<file path="config.mk">
export PLATFORM = sky130hd
export DESIGN_NAME = music_sequencer_flat
export DESIGN_NICKNAME = d
export VERILOG_FILES = /design/src/rtl/music_sequencer_if.sv /design/src/rtl/music_sequencer.sv /design/src/flat_wrapper.sv
export SDC_FILE = /design/constraint.sdc
export NUM_CORES = 1
export LEC_CHECK = 0
export BUFFER_PORTS_ARGS = -buffer_cell sky130_fd_sc_hd__buf_2
export CORE_UTILIZATION = 45
export DETAILED_ROUTE_END_ITERATION = 10
export PLACE_DENSITY = 0.76
export RECOVER_POWER = 50
export SLEW_MARGIN = 20
export SYNTH_ARGS = -nofsm -noshare
export SYNTH_HDL_FRONTEND = slang
export SYNTH_SLANG_ARGS = --single-unit
</file>
<file path="constraint.sdc">
create_clock -name clk -period 2.3 [get_ports clk]
set_clock_uncertainty 0.1 [all_clocks]
set_input_delay 0.115 -clock clk [delete_from_list [all_inputs] [get_ports clk]]
set_output_delay 0.115 -clock clk [all_outputs]
set_load 0.1 [all_outputs]
</file>
<file path="src/rtl/music_sequencer_if.sv">
// Command, ROM and output signals between the music sequencer and its surroundings.
// "master" is the sequencer side; "slave" is the controller/ROM/tone-generator side.
interface music_seq_if;
  logic       play;
  logic       pause;
  logic       stop;
  logic       loop_en;
  logic [1:0] tempo;
  logic [7:0] address;
  logic [7:0] rom_note;
  logic [7:0] note_out;
  logic       sound_en;
  logic       playing;
  logic       song_done;

  modport master (
    input  play, pause, stop, loop_en, tempo, rom_note,
    output address, note_out, sound_en, playing, song_done
  );

  modport slave (
    output play, pause, stop, loop_en, tempo, rom_note,
    input  address, note_out, sound_en, playing, song_done
  );
endinterface

</file>
<file path="src/rtl/music_sequencer.sv">
// Playback controller: steps music ROM addresses at a selectable tempo and gates
// sound for rests, articulation gaps and play/pause/stop commands.
module music_sequencer #(
  parameter int TICK_DIV   = 2**24,
  parameter int GAP_CYCLES = 65536,
  parameter int SONG_LEN   = 241
) (
  input  logic       clk,
  input  logic       rst,
  music_seq_if.master bus
);

  localparam int TW = $clog2(TICK_DIV);
  localparam int LW = TW + 1;

  typedef enum logic [1:0] {S_IDLE, S_PLAY, S_PAUSE, S_DONE} state_t;

  state_t          r_state;
  logic [TW-1:0]   r_tick;
  logic [LW-1:0]   r_cur_len;
  logic [7:0]      r_addr;
  logic [7:0]      r_note;
  logic            r_sound;
  logic            r_playing;
  logic            r_done;

  logic            w_stop;
  logic            w_play;
  logic            w_pause;
  logic [LW-1:0]   w_step_len;
  logic [LW-1:0]   w_tick_ext;
  logic            w_last_tick;
  logic            w_last_addr;
  logic            w_sound_ok;

  assign w_stop      = bus.stop;
  assign w_play      = bus.play & ~bus.stop;
  assign w_pause     = bus.pause & ~bus.stop & ~bus.play;
  assign w_step_len  = LW'(TICK_DIV) >> bus.tempo;
  assign w_tick_ext  = {1'b0, r_tick};
  assign w_last_tick = (w_tick_ext == (r_cur_len - LW'(1)));
  assign w_last_addr = (r_addr >= 8'(SONG_LEN - 1));

  // Tick 0 of a step still sees the previous address's ROM data, so it is masked.
  assign w_sound_ok  = (r_state == S_PLAY) && (r_tick != '0) &&
                       (w_tick_ext < (r_cur_len - LW'(GAP_CYCLES))) &&
                       (bus.rom_note != 8'd0);

  always_ff @(posedge clk or posedge rst) begin
    if (rst) begin
      r_state   <= S_IDLE;
      r_tick    <= '0;
      r_cur_len <= LW'(TICK_DIV);
      r_addr    <= 8'd0;
      r_note    <= 8'd0;
      r_sound   <= 1'b0;
      r_playing <= 1'b0;
      r_done    <= 1'b0;
    end else begin
      r_note  <= bus.rom_note;
      r_done  <= 1'b0;
      r_sound <= 1'b0;
      if (w_stop) begin
        r_state   <= S_IDLE;
        r_addr    <= 8'd0;
        r_tick    <= '0;
        r_playing <= 1'b0;
      end else begin
        case (r_state)
          S_IDLE, S_DONE: begin
            if (w_play) begin
              r_state   <= S_PLAY;
              r_addr    <= 8'd0;
              r_tick    <= '0;
              r_cur_len <= w_step_len;
              r_playing <= 1'b1;
            end
          end
          S_PAUSE: begin
            if (w_play) r_state <= S_PLAY;
          end
          S_PLAY: begin
            if (w_pause) begin
              r_state <= S_PAUSE;
            end else begin
              r_sound <= w_sound_ok;
              if (w_last_tick) begin
                // Tempo only takes effect at step boundaries.
                r_tick    <= '0;
                r_cur_len <= w_step_len;
                if (!w_last_addr) begin
                  r_addr <= r_addr + 8'd1;
                end else begin
                  r_done <= 1'b1;
                  r_addr <= 8'd0;
                  if (!bus.loop_en) begin
                    r_state   <= S_DONE;
                    r_playing <= 1'b0;
                  end
                end
              end else begin
                r_tick <= r_tick + TW'(1);
              end
            end
          end
          default: r_state <= S_IDLE;
        endcase
      end
    end
  end

  assign bus.address   = r_addr;
  assign bus.note_out  = r_note;
  assign bus.sound_en  = r_sound;
  assign bus.playing   = r_playing;
  assign bus.song_done = r_done;

endmodule

</file>
<file path="src/flat_wrapper.sv">
// flat-port wrapper written by rule: the top's interface ports become plain ports
module music_sequencer_flat 
#(
  parameter int TICK_DIV   = 2**24,
  parameter int GAP_CYCLES = 65536,
  parameter int SONG_LEN   = 241
)
  (clk, rst, bus_play, bus_pause, bus_stop, bus_loop_en, bus_tempo, bus_rom_note, bus_address, bus_note_out, bus_sound_en, bus_playing, bus_song_done);
  music_seq_if bus_i ();
  input  logic clk;
  input  logic rst;
  input wire logic [$bits(bus_i.play)-1:0] bus_play;
  input wire logic [$bits(bus_i.pause)-1:0] bus_pause;
  input wire logic [$bits(bus_i.stop)-1:0] bus_stop;
  input wire logic [$bits(bus_i.loop_en)-1:0] bus_loop_en;
  input wire logic [$bits(bus_i.tempo)-1:0] bus_tempo;
  input wire logic [$bits(bus_i.rom_note)-1:0] bus_rom_note;
  output wire logic [$bits(bus_i.address)-1:0] bus_address;
  output wire logic [$bits(bus_i.note_out)-1:0] bus_note_out;
  output wire logic [$bits(bus_i.sound_en)-1:0] bus_sound_en;
  output wire logic [$bits(bus_i.playing)-1:0] bus_playing;
  output wire logic [$bits(bus_i.song_done)-1:0] bus_song_done;
  assign bus_i.play = bus_play;
  assign bus_i.pause = bus_pause;
  assign bus_i.stop = bus_stop;
  assign bus_i.loop_en = bus_loop_en;
  assign bus_i.tempo = bus_tempo;
  assign bus_i.rom_note = bus_rom_note;
  assign bus_address = bus_i.address;
  assign bus_note_out = bus_i.note_out;
  assign bus_sound_en = bus_i.sound_en;
  assign bus_playing = bus_i.playing;
  assign bus_song_done = bus_i.song_done;
  music_sequencer #(.TICK_DIV(TICK_DIV), .GAP_CYCLES(GAP_CYCLES), .SONG_LEN(SONG_LEN)) u_core (.clk(clk), .rst(rst), .bus(bus_i));
endmodule
</file>
==> metrics.md, run 1 <==
| Metric | Value |
|---|---|
| Status | `finished, violations left` |
| Failing checks | `setup timing` |
| Remaining DRCs | `0` |
| Worst-margin pin slew | `1.19 ns` |
| Hold path cells | `3` |
| Primary FF master, synth | `dfrtp_1` |
| Max VDD drop | `slightly above 0.3 mV` |
| Req. time, crit path | `approximately 2.4 ns` |
| Pwr dens | `572 nW/um2` |
| Die height | `78.5 um` |
| Die Area | `6170 um2` |
| Fin. Hold Viols | `0` |
| Synthesized area | `2640 um2` |
| Syn-to-layout area delta | `30.2%` |
| Mapped Cells | `274` |
| Yosys top cell area share | `a little under half` |
| Maximum buffer depth of the clock tree | `2` |
| GRT Residual Overflow | `0` |
| WL final | `approximately 6400 um` |
| Yosys top cell by area | `dfrtp_1` |
| Register area share after synthesis | `46.6%` |
| Placed insts | `about 400` |
| Hold_sp | `bus_tempo[1]` |
| Global-route wire length before repair | `~11,000 um` |
| Crit path launch | `u_core.r_cur_len[21]$_DFFE_PP0P_` |
| Initial core utilization | `between 40 and 50%` |
| CTS Buf Count | `5` |
| Critical path class | `register to register` |
| Pre-antenna DRT Iters | `4` |
| PnR worst setup slack | `-0.130 ns` |
| Max Cap Violations | `0` |
| Min cycle time layout | `around 2.4 ns` |
| Reg-to-Reg End | `u_core.r_cur_len[23]$_DFFE_PP0P_` |
| Ys async rst share | `between 90% and 100%` |
| Post-DP HPWL | `approximately 4200 um` |
| Worst R2R Path Depth | `10` |
| I/O pin total | `35` |
| Period utilisation layout | `106%` |
| Vias post-DR | `~2,400` |
| Largest net degree at the start of global routing | `33` |
| Global-route usage over all layers | `21.4%` |
| WL per Instance | `15.2 um` |
| F_max | `411 MHz` |
| Num rows | `27` |
| Clk Latency, worst-skew pair | `~0.30 ns` |
| CTS Sinks | `49` |
| H-tree levels | `2` |
| Setup-failing EPs final | `16` |
| Final non-filler cell total | `~430` |
| Clk slew on worst S/H paths | `roughly 0.1 ns` |
| RSZ-0062 raised after global routing | `true` |
| Initial DRC Count | `~130` |
| Die width | `slightly below 80 um` |
| Hold Crit Class | `input port to register` |
| Layout cells sized above 1 | `26.6%` |
| Synth Register Bits | `49` |
| Syn avg cell area | `between 9 and 10 um2` |
| CP Max Fanout | `4` |
| Initial antenna violation count | `0` |
| Buffers on Ports | `34` |
| Crit path capture | `u_core.r_cur_len[23]$_DFFE_PP0P_` |
| Distinct cells, synth | `between 40 and 50` |
| Reg2reg start | `u_core.r_cur_len[21]$_DFFE_PP0P_` |
| Antenna diode count | `0` |
| Post-route setup TNS | `-0.828 ns` |
| Via/cell ratio | `around 5.7` |
| Synth top area cells | `dfrtp_1 46%, ha_1 4.3%, xor2_1 4.0%, nand2_1 3.6%, nor2_1 3.6%` |
| Syn_nets | `between 200 and 300` |
| Synth warnings | `0` |
| Final net count | `roughly 380` |
| CTS tree | `built` |
| Crit path launch type | `register` |
| Final ANT Viol Nets | `0` |
| Slew HR | `20.8%` |
| Crit end category | `register` |
| Number of global-route vias before repair | `roughly 2,300` |
| Worst EP arrival | `around 2.5 ns` |
| Final Wtd Congestion | `0.827` |
| Root Driver | `clkbuf_8` |
| Max-slew violation count | `0` |
| R2r setup slk | `-0.13 ns` |
| Core area | `5570 um2` |
| Leakage power | `1.52 nW` |
| Post-synth EDFFs | `0` |
==> power breakdown <==
part / switching [mW] / leakage (nW) / internal, mW / total [mW]
sequential: 0.0249 / 0.656 / 0.897 / 0.922
clock: 0.294 / 0.0439 / 0.211 / 0.504
combinational: 0.316 / 0.824 / 0.219 / 0.535
total: 0.634 / 1.52 / 1.33 / 1.96
==> cell usage after synthesis (4+ instances only) <==
master / count
nor2b_1: 5
o211ai_1: 7
nor4_1: 9
nand3_1: 15
nand4_1: 11
nand2b_1: 4
inv_1: 10
xor2_1: 12
nor2_1: 25
or3_1: 5
dfrtp_1: 48
and3_1: 5
o31ai_1: 5
ha_1: 9
a21oi_1: 12
o21ai_0: 12
nand2_1: 25
clkbuf_1: 6
nor3_1: 6
==> per-stage QoR <==
stage | total power, mW | setup WS (ns) | util [%] | hold slack [ns] | area [um2]
floorplan | 1.25 | -0.0541 | - | 0.0464 | 2670
global placement | 1.39 | -0.0580 | 55.9 | 0.137 | 3120
detailed placement | 1.40 | -0.110 | 55.9 | 0.141 | 3120
CTS | 1.93 | -0.121 | 60.2 | 0.00195 | 3350
global route | 2.06 | -0.280 | 61.6 | 0.0433 | 3430
finish | 1.96 | -0.130 | 61.6 | 0.0437 | 3430
==> layout by cell type (no fill, tap or decap), drive strengths merged, types with 6 or more instances in the layout <==
cell type,synthesis,final
ha,9,9
a21oi,12,12
inv,10,10
nor3,6,6
dlygate4sd3,0,13
nor4,10,10
nand4,11,11
dfrtp,48,48
o21ai,12,12
nor2,25,25
o211ai,7,7
buf,3,59
nand3,18,18
xor2,12,12
clkbuf,6,13
nand2,25,25
==> critical path, cell delays in order, from the launching register on <==
cell and delay (ns):
dfrtp_1 0.38, inv_2 0.06, ha_4 0.16, xnor2_2 0.13, ha_1 0.30, nand2_2 0.06
nor4_4 0.18, nand3_2 0.15, a2111oi_4 0.31, buf_4 0.19, mux2_4 0.30
==> per-layer routing <==
layer  GRT usage [%]  wire, um  up-vias  part of all wire, %
li1                -         -     1161                    -
met4            6.11        93        0                  1.4
met5               0         0        -                    0
met2            35.5      3150       89                   49
met1            28.1      2840     1172                   44
met3            4.42       359       13                  5.6
==> kinds of logic (layout without fill, tap and decap cells) <==
family | count (synthesis) | after routing | synth area share [%]
buffers and inverters | 19 | 98 | 2.80
flip-flops | 49 | 49 | 46.6
adder cells (fa/ha/maj) | 9 | 9 | 4.27
AO/OA/AOI/OAI | 51 | 51 | 13.4
AND/OR/NAND/NOR | 127 | 127 | 26.2
multiplexers | 5 | 5 | 2.04
XOR/XNOR | 14 | 14 | 4.65
==> layout make-up <==
type / instances / area, um2
Clock buffer: 5 / 68.8
Timing Repair Buffer: 80 / 553
Sequential cell: 49 / 1230
Inverter: 10 / 37.5
Clock inverter: 3 / 17.5
Fill cell: 454 / 2140
Multi-Input combinational cell: 206 / 1440
Tap cell: 72 / 90.1
==> flip-flops by register name (all words and copies together) (netlist names) <==
signal and flops:
u_core.bus.song_done 1, u_core.r_cur_len 4, u_core.bus.sound_en 1, u_core.bus.note_out 8
u_core.bus.address 8, u_core.bus.playing 1, u_core.r_state 2, u_core.r_tick 24
==> worst min-delay path by stage <==
stage	to	slack, ns
after global placement	u_core.bus.note_out[6]$_DFF_PP0_	0.14
after floorplan	u_core.bus.note_out[0]$_DFF_PP0_	0.05
after detailed placement	u_core.bus.note_out[1]$_DFF_PP0_	0.14
final	u_core.r_cur_len[22]$_DFFE_PP0P_	0.04
after CTS	u_core.r_cur_len[22]$_DFFE_PP0P_	0.002
after global routing	u_core.r_cur_len[22]$_DFFE_PP0P_	0.04
==> timing repair <==
| action | CTS | global route |
|---|---|---|
| gates resized for setup | 2 | 16 |
| cloned | 0 | 1 |
| endpoints found under the setup margin | 14 | 35 |
| buffers inserted | 2 | 2 |
| pin swaps | 0 | 4 |
| hold buffers | 13 | 0 |
| hold endpoints to repair | 40 | 0 |
Note: power is estimated with default switching activity, not from simulation.
==> inputs of run 2 (changes only) <==
Settings changed: PLACE_DENSITY 0.76 to 0.74.
Clock period 2.3 ns to 2.75 ns, I/O delays scaled along.
==> run 2 against run 1 <==
Net effect:
- the flow finishes with violations (capacitance limit, slew limit)
- critical path type unchanged
- via count is 8.0% lower
- sequential share of layout area is 3.6 points higher
- critical path depth is 1 lower
- wire length is 10% lower
- non-clock buffer count is 27 lower
- total power is 21% lower
- global-route usage is 1.0 points lower
==> metrics.md, run 2 (same netlist as run 1, synthesis figures left out) <==
| Metric | Value |
|---|---|
| Status | `finished, violations left (unchanged)` |
| Failing checks | `capacitance limit, slew limit (was setup timing)` |
| Hold Crit Class | `input port to register (unchanged)` |
| Slowest CP cell | `a2111oi_4 (was dfrtp_1)` |
| Critical path class | `register to register (unchanged)` |
| Buffers on Ports | `34 (unchanged)` |
| WP depth | `9 (was 10)` |
| WL final | `5800 um (was 6450 um)` |
| Post-DP HPWL | `4020 um (was 4240 um)` |
| Final net count | `350 (was 377)` |
| Global-route wire length before repair | `9900 um (was 10,500 um)` |
| Worst path bufs/invs | `1 (was 2)` |
| Most frequent cells in the layout | `48 x dfrtp_1, 27 x buf_2, 25 x nor2_1, 25 x nand2_1, 15 x nand3_1 (was 48 x dfrtp_1, 29 x buf_4, 28 x buf_2)` |
| Crit path capture | `u_core.r_cur_len[23]$_DFFE_PP0P_ (unchanged)` |
| Clk slew on worst S/H paths | `0.08 ns (was 0.10 ns)` |
| Pre-antenna DRT Iters | `4 (unchanged)` |
| Vias post-DR | `2,240 (was 2,435)` |
| Initial antenna violation count | `0 (unchanged)` |
| Layout cells sized above 1 | `16.9% (was 26.6%)` |
| Post-route setup TNS | `0 ns (was -0.828 ns)` |
| Final core utilization | `55.9% (was 61.6%)` |
| Period utilisation layout | `93.9% (was 106%)` |
| Die width | `78.5 um (unchanged)` |
| Post-CTS Setup Bufs | `0 (was 2)` |
| Largest net degree at the start of global routing | `50 (was 33)` |
| Most common cell after layout, fill and taps aside | `dfrtp_1 (unchanged)` |
| Fin. Hold Viols | `0 (unchanged)` |
| CTS Sinks | `49 (unchanged)` |
| H-tree levels | `2 (unchanged)` |
| RSZ-0062 raised after global routing | `false (was true)` |
| Sw Pwr | `0.503 mW (was 0.634 mW)` |
| Min cycle time layout | `2.58 ns (was 2.43 ns)` |
| Filler Cell Count | `524 (was 454)` |
| Die Area | `6170 um2 (unchanged)` |
| Post-route cell area | `3120 um2 (was 3430 um2)` |
| GRT Residual Overflow | `0 (unchanged)` |
| Clk pwr share | `28.7% (was 25.7%)` |
| Internal | `1.04 mW (was 1.33 mW)` |
| Antenna diode count | `0 (unchanged)` |
| F_max | `387 MHz (was 411 MHz)` |
| Hold Slack | `0.00359 ns (was 0.0437 ns)` |
| Slowest stage delay, CP | `0.50 ns (was 0.38 ns)` |
| Setup-failing EPs final | `0 (was 16)` |
| Clk Latency, worst-skew pair | `0.32 ns (was 0.30 ns)` |
| Worst EP arrival | `2.67 ns (was 2.53 ns)` |
| Initial core utilization | `47.3% (unchanged)` |
| Worst R2R Path Depth | `9 (was 10)` |
| Largest Register | `u_core.r_tick (unchanged)` |
| Crit path launch | `u_core.r_cur_len[21]$_DFFE_PP0P_ (unchanged)` |
| Slew HR | `-22.6% (was 20.8%)` |
| Initial DRC Count | `126 (was 128)` |
| Core area | `5570 um2 (unchanged)` |
| Worst-margin pin slew | `1.84 ns (was 1.19 ns)` |
| Max-slew violation count | `50 (was 0)` |
| Num rows | `27 (unchanged)` |
| CTS tree | `built (unchanged)` |
| Syn-to-layout area delta | `18.3% (was 30.2%)` |
| Final ANT Viol Nets | `0 (unchanged)` |
| R2r setup slk | `0.17 ns (was -0.13 ns)` |
| Max Cap Violations | `1 (was 0)` |
| Max VDD drop | `0.252 mV (was 0.307 mV)` |
| Reg-to-Reg End | `u_core.r_cur_len[23]$_DFFE_PP0P_ (unchanged)` |
| Combinational power share | `21.3% (was 27.3%)` |
| I/O pin total | `35 (unchanged)` |
| Sw Ratio | `32.6% (was 32.3%)` |
| Area after DPL | `2930 um2 (was 3120 um2)` |
| CP Max Fanout | `4 (unchanged)` |
| Number of global-route vias before repair | `2,147 (was 2,332)` |
| Req. time, crit path | `2.84 ns (was 2.40 ns)` |
| Die height | `78.5 um (unchanged)` |
| Remaining DRCs | `0 (unchanged)` |
| Crit end category | `register (unchanged)` |
| Leakage power | `1.35 nW (was 1.52 nW)` |
| Register share of total power | `50.0% (was 47.0%)` |
| CP delay by family, top | `adder cells (unchanged)` |
| WL per Instance | `14.6 um (was 15.2 um)` |
| Pwr dens | `495 nW/um2 (was 572 nW/um2)` |
| Max FFs per register | `24 (unchanged)` |
| Hold path cells | `3 (unchanged)` |
| Final Wtd Congestion | `0.847 (was 0.827)` |
| Global-route usage over all layers | `20.4% (was 21.4%)` |
| Root Driver | `clkbuf_8 (unchanged)` |
| CTS Buf Count | `5 (unchanged)` |
| Crit path launch type | `register (unchanged)` |
| Reg2reg start | `u_core.r_cur_len[21]$_DFFE_PP0P_ (unchanged)` |
| Maximum buffer depth of the clock tree | `2 (unchanged)` |
| Critical path cell sequence | `inv_1 > ha_1 > xnor2_1 > ha_1 > nand2_1 > nor4_4 > nand3_2 > a2111oi_4 > mux2_2 (was inv_2 > ha_4 > xnor2_2 > ha_1 > nand2_2 > nor4_4 > nand3_2 > a2111oi_4 > buf_4 > mux2_4)` |
| Via/cell ratio | `5.63 (was 5.73)` |
| Cell mode on critical path | `ha_1` |
[run 2: cell types whose count changed in the layout (fill, tap and decap cells not counted), moves of 2 or more]
cell           before  now
buf_4              29    9
dlygate4sd3_1      13   10
nand3_2             5    3
o311ai_1            2    0
inv_1               8   10
ha_1                7    9
clkinv_2            2    0
o311ai_0            0    2
mux2_2              1    3
inv_2               2    0
ha_4                2    0
mux2_4              2    0
nand3_1            13   15
[run 2: tightest hold or removal path: cells and delay by family]
| family | cells | cell delay, ns |
|---|---|---|
| buf+inv | 1 | 0.11 |
| mux | 1 | 0.06 |
| simple gates | 1 | 0.06 |
[run 2: worst min path at each step]
stage	from	endpoint	slack, ns
2_1_floorplan	bus_rom_note[0]	u_core.bus.note_out[0]$_DFF_PP0_	0.07
3_3_place_gp	bus_rom_note[5]	u_core.bus.note_out[5]$_DFF_PP0_	0.16
3_5_place_dp	bus_rom_note[5]	u_core.bus.note_out[5]$_DFF_PP0_	0.16
4_1_cts	rst	u_core.bus.note_out[2]$_DFF_PP0_	0.0008
5_1_grt	bus_tempo[1]	u_core.r_cur_len[22]$_DFFE_PP0P_	0.02
6_report	bus_tempo[0]	u_core.r_cur_len[21]$_DFFE_PP0P_	0.004
[run 2: area by class of cell]
type | instances | area [um2] | area share, %
inverters | 10 | 37.5 | 1.20
repair buffers | 53 | 329 | 10.6
multi-input cells | 206 | 1340 | 43.0
clock inverters | 3 | 25.0 | 0.803
flip-flops and latches | 49 | 1230 | 39.4
clock buffers | 5 | 68.8 | 2.21
well taps | 72 | 90.1 | 2.89
[run 2: through the flow]
stage | worst slack, ns | total power [mW] | std cells
final | 0.167 | 1.54 | 398
after global routing | 0.00658 | 1.62 | 398
after CTS | 0.139 | 1.57 | 397
after detailed placement | 0.174 | 1.10 | 380
after global placement | 0.230 | 1.09 | 380
after floorplan | 0.287 | 1.02 | 274
[run 2: power by group through the flow]
stage / clock network [mW] / registers [mW] / logic, mW
finish: 0.443 / 0.771 / 0.329
global route: 0.479 / 0.775 / 0.362
CTS: 0.464 / 0.771 / 0.331
detailed placement: 0 / 0.785 / 0.319
global placement: 0 / 0.783 / 0.312
floorplan: 0 / 0.843 / 0.176
[run 2: layer usage]
layer	share of wire, %	track usage, %	vias up
met4	1.2	6.30	0
met3	2.6	4.19	8
met1	47	26.2	1087
li1	-	-	1115
met2	49	34.3	30
met5	0	0	-
[run 2: what timing repair did]
| action | 4_1_cts | 5_1_grt |
|---|---|---|
| resized for setup | 0 | 1 |
| endpoints found under the setup margin | 0 | 1 |
| endpoints found under the hold margin | 9 | 48 |
| hold buffers | 9 | 1 |
